`config.mk`:
```
export PLATFORM = sky130hd
export DESIGN_NAME = mem_port_arbiter
export DESIGN_NICKNAME = d
export VERILOG_FILES = /design/src/rtl/mem_port_arbiter.sv
export SDC_FILE = /design/constraint.sdc
export NUM_CORES = 1
export LEC_CHECK = 0
export ABC_AREA = 1
export BUFFER_PORTS_ARGS = -buffer_cell sky130_fd_sc_hd__buf_2
export CAP_MARGIN = 10
export CORE_AREA = 5 5 112 114
export DETAILED_ROUTE_END_ITERATION = 6
export DIE_AREA = 0 0 117 119
export MAX_ROUTING_LAYER = met4
export PLACE_DENSITY = 0.77
export SETUP_SLACK_MARGIN = 0.05
export SYNTH_ARGS = -nofsm -noshare
export SYNTH_HDL_FRONTEND = slang
export SYNTH_SLANG_ARGS = --single-unit
```
`constraint.sdc`:
```
create_clock -name clk -period 5.8 [get_ports clk]
set_input_delay 1.16 -clock clk [delete_from_list [all_inputs] [get_ports clk]]
set_output_delay 1.16 -clock clk [all_outputs]
set_load 0.005 [all_outputs]
```
`src/rtl/mem_port_arbiter.sv`:
```
// Single-port RAM arbiter between instruction fetch and the EX-stage data port.
// Optional fetch anti-starvation guard is compiled in when ARB_FAIR_EN is defined.
module mem_port_arbiter #(
    parameter int unsigned RAM_LAT    = 1,
    parameter int unsigned STARVE_MAX = 4
) (
    input  logic        clk,
    input  logic        arst,
    input  logic        if_req_i,
    input  logic [31:0] if_addr_i,
    output logic        if_gnt_o,
    output logic        if_rvalid_o,
    output logic [31:0] if_rdata_o,
    input  logic        d_r_ena_i,
    input  logic [31:0] d_r_addr_i,
    input  logic        d_w_ena_i,
    input  logic [31:0] d_w_addr_i,
    input  logic [31:0] d_w_data_i,
    output logic        d_gnt_o,
    output logic        d_rvalid_o,
    output logic [31:0] d_rdata_o,
    output logic        ram_en_o,
    output logic        ram_we_o,
    output logic [31:0] ram_addr_o,
    output logic [31:0] ram_wdata_o,
    input  logic [31:0] ram_rdata_i,
    output logic        hold_o
);
    typedef enum logic {IDLE, RD_WAIT} state_t;
    typedef enum logic {OWN_IF, OWN_D} own_t;

    localparam logic [2:0] LAT3 = 3'(RAM_LAT);

    if (RAM_LAT < 1 || RAM_LAT > 4 || STARVE_MAX < 1) begin : g_param_check
        $error("mem_port_arbiter: RAM_LAT must be 1..4 and STARVE_MAX at least 1");
    end

    state_t      r_state;
    own_t        r_own;
    logic [2:0]  r_cnt;
    logic [31:0] r_if_rdata;
    logic [31:0] r_d_rdata;

    logic w_rvalid_cyc;
    logic w_arb;
    logic w_fetch_first;
    logic w_gnt_w;
    logic w_gnt_dr;
    logic w_gnt_if;
    logic w_gnt_rd;

    // The rvalid cycle of a read doubles as an arbitration slot for back-to-back issue.
    assign w_rvalid_cyc = (r_state == RD_WAIT) && (r_cnt == 3'd1);
    assign w_arb        = !arst && ((r_state == IDLE) || w_rvalid_cyc);

    assign w_gnt_w  = w_arb && d_w_ena_i && !w_fetch_first;
    assign w_gnt_dr = w_arb && d_r_ena_i && !d_w_ena_i && !w_fetch_first;
    assign w_gnt_if = w_arb && if_req_i && (w_fetch_first || (!d_w_ena_i && !d_r_ena_i));
    assign w_gnt_rd = w_gnt_dr || w_gnt_if;

    assign if_gnt_o    = w_gnt_if;
    assign d_gnt_o     = w_gnt_w || w_gnt_dr;
    assign ram_en_o    = w_gnt_w || w_gnt_rd;
    assign ram_we_o    = w_gnt_w;
    assign ram_addr_o  = w_gnt_w  ? d_w_addr_i :
                         w_gnt_dr ? d_r_addr_i :
                         w_gnt_if ? if_addr_i  : '0;
    assign ram_wdata_o = w_gnt_w ? d_w_data_i : '0;

    assign if_rvalid_o = w_rvalid_cyc && (r_own == OWN_IF);
    assign d_rvalid_o  = w_rvalid_cyc && (r_own == OWN_D);
    assign if_rdata_o  = if_rvalid_o ? ram_rdata_i : r_if_rdata;
    assign d_rdata_o   = d_rvalid_o  ? ram_rdata_i : r_d_rdata;

    assign hold_o = !arst && ((if_req_i && !w_gnt_if) ||
                              (d_r_ena_i && !w_gnt_dr) ||
                              (d_w_ena_i && !w_gnt_w) ||
                              ((r_state == RD_WAIT) && !w_rvalid_cyc));

    always_ff @(posedge clk or posedge arst) begin
        if (arst) begin
            r_state    <= IDLE;
            r_own      <= OWN_IF;
            r_cnt      <= '0;
            r_if_rdata <= '0;
            r_d_rdata  <= '0;
        end else begin
            if (if_rvalid_o) r_if_rdata <= ram_rdata_i;
            if (d_rvalid_o)  r_d_rdata  <= ram_rdata_i;
            if (w_gnt_rd) begin
                r_state <= RD_WAIT;
                r_cnt   <= LAT3;
                r_own   <= w_gnt_if ? OWN_IF : OWN_D;
            end else if (r_state == RD_WAIT) begin
                if (w_rvalid_cyc) begin
                    r_state <= IDLE;
                    r_cnt   <= '0;
                end else begin
                    r_cnt <= r_cnt - 3'd1;
                end
            end
        end
    end

`ifdef ARB_FAIR_EN
    localparam int unsigned SW = $clog2(STARVE_MAX + 1);
    logic [SW-1:0] r_starve;

    assign w_fetch_first = if_req_i && (r_starve >= SW'(STARVE_MAX));

    // Counts data grants taken while fetch waits; saturates at the threshold.
    always_ff @(posedge clk or posedge arst) begin
        if (arst) begin
            r_starve <= '0;
        end else if (!if_req_i || w_gnt_if) begin
            r_starve <= '0;
        end else if ((w_gnt_w || w_gnt_dr) && (r_starve < SW'(STARVE_MAX))) begin
            r_starve <= r_starve + 1'b1;
        end
    end
`else
    assign w_fetch_first = 1'b0;
`endif

endmodule

```
==> qor.yml <==
status: "completed"
critical_path_class: "in2out"
dieArea_mm2: 0.01392
crit_arrival_ps: 2760
ctsRootBufferMaster: "clkbuf_16"
grt.total_usage: 0.1812
cts_tree: "built"
fin_ws_ps: 1883
place_congestion: 0.9392
clk_latency_ps: 310
final_core_util: 0.4828
final.setup.tns_ps: 0
area_growth_pct: 48.52
synth.most_common_cell: "nand2_1"
die_y_um: 119
clock_sinks: 69
route.detailed.drc: 0
place_ws_ps: 1878
finalMaxSlewViolations: 0
cts-resized-gates: 0
grt_pass1_wl_mm: 19.47
start_kind: "primary input"
cts_setup_buffers: 0
irDropWorstVdd_uv: 294.8
dp_hpwl_mm: 10.55
h-tree-depth: 3
syn-cell-area_mm2: 0.003680
drt_iter0_markers: 222
initial_utilization: 0.3250
synth_ff_type: "dfrtp_1"
critPathMaxFanout: 34
antenna_found_initial: 1
numCtsBuffers: 9
synth_nets: 663
p_per_area_mw_per_mm2: 434.4
ys_seq_elements: 69
wl_per_cell_um: 13.76
num_vias: 4095
io_pins: 300
fmax_mhz: 255.3
fin_crit_ps: 3917
clk_pin_slew_ps: 60
timing_hold_violations_final: 0
synth_top_cells_by_count: "171 x nand2_1, 73 x inv_1, 69 x dfrtp_1"
cts_buffer_depth: 2
numPortBuffers: 299
vias_per_cell: 4.398
finClkSkew_ps: 5.576
first_pass_iters: 4
die_w_um: 117
cellLeakagePower_uw: 0.003424
worst_pin_slew_ps: 1039
synth_edf_count: 0
nets: 949
coreArea_mm2: 0.01132
rows: 39
synth_top_area_frac: 0.4692
finalPower_uw: 2374
fillers: 1142
grt_pass1_vias: 3914
drive_gt1_frac: 0.4231
setup_violations: 0
synth_area_leaders: "dfrtp_1 47%, nand2_1 17%, inv_1 7.4%, o21ai_0 7.2%, buf_6 5.5%"
ys_seq_area_frac: 0.4692
grt_max_degree: 70
yosysTopAreaCell: "dfrtp_1"
yosysWarnings: 0
worst_setup_path_end_kind: "output port"
hold_path_class: "reg2reg"
wl_mm: 12.81
final_antenna_net_count: 0
synthArstFlopShare: 1.000
period_share: 0.6754
relSlewSlack: 0.3051
grt-ovfl-total: 0
synth.distinct_cells: 20
synthCells: 496
synth.avg_cell_area_um2: 7.419
rsz0062_at_grt: "no"
max_cap_violations: 0
hold_buffers: 0
cp.required_ps: 4640
-- layout by cell type, fill, tap and decap left out --
cell / count
nand2_2: 4
o21ai_1: 13
inv_6: 1
nand4_1: 3
nand3_1: 35
buf_2: 299
nand3_2: 1
nand2_4: 1
clkbuf_8: 1
clkinv_4: 2
ha_1: 2
inv_1: 72
nand2_1: 171
a21oi_1: 1
inv_2: 6
nor2_4: 2
bufinv_16: 2
o21ai_0: 53
diode_2: 1
clkinvlp_4: 1
nor2_1: 35
dfrtp_1: 69
nand3_4: 1
buf_4: 2
clkbuf_16: 9
or2_2: 1
-- routing by layer --
layer  vias to the layer above  track usage  part of all wire
li1                       2096            -                 -
met4                         0      0.06882             0.027
met5                         -            -                 0
met3                        19      0.03448             0.074
met2                       190       0.3073              0.51
met1                      1790       0.2106              0.39
-- final timing paths --
path,slack (ps),depth (start not counted),end,from
min in group asynchronous,1190,3,r_state$_DFF_PP0_,arst
setup reg to reg,3630,6,r_if_rdata[14]$_DFF_PP0_,r_cnt[1]$_DFFE_PP0P_
max in group asynchronous,4060,3,r_d_rdata[15]$_DFF_PP0_,arst
setup / recovery,1880,7,ram_wdata_o[17],arst
hold reg to reg,490,2,r_d_rdata[26]$_DFF_PP0_,r_d_rdata[26]$_DFF_PP0_
hold / removal,490,2,r_d_rdata[26]$_DFF_PP0_,r_d_rdata[26]$_DFF_PP0_
-- through the flow --
stage | instance area (um2) | hold WS [ps] | std cells
floorplan | 3680 | 493.2 | 496
global placement | 5130 | 471.8 | 914
detailed placement | 5130 | 475.4 | 914
CTS | 5463 | 491.0 | 930
global route | 5465 | 514.4 | 931
finish | 5465 | 488.6 | 931
-- registers in the layout (all words and copies together) (netlist names) --
register / flops
r_cnt: 3
r_own: 1
r_state: 1
r_if_rdata: 32
r_d_rdata: 32
-- critical path, stage by stage --
cell	delay, ps
buf_2	110
inv_2	100
nand2_2	80
nor2_4	560
inv_2	400
nor2_1	190
buf_2	140
-- layout make-up --
cell class,instances,area (um2),area share
clock buffers,10,239.0,0.04373
clock inverters,6,93.84,0.01717
diodes,1,2.502,0.0004579
well taps,143,178.9,0.03274
flip-flops and latches,69,1727,0.3159
inverters,78,292.8,0.05357
repair buffers,301,1511,0.2766
multi-input cells,323,1420,0.2598
-- power breakdown --
group / internal [uW] / switching (uW) / total, uW
sequential: 719 / 67.3 / 786
combinational: 423 / 576 / 999
clock: 391 / 198 / 589
-- kinds of logic after synthesis --
| family | Yosys count | share of synthesized area |
|---|---|---|
| buf+inv | 104 | 0.1448 |
| fa+ha+maj | 2 | 0.006799 |
| flops | 69 | 0.4692 |
| compound gates | 67 | 0.09112 |
| simple gates | 254 | 0.2880 |
Power figures use the tool's default switching activity.
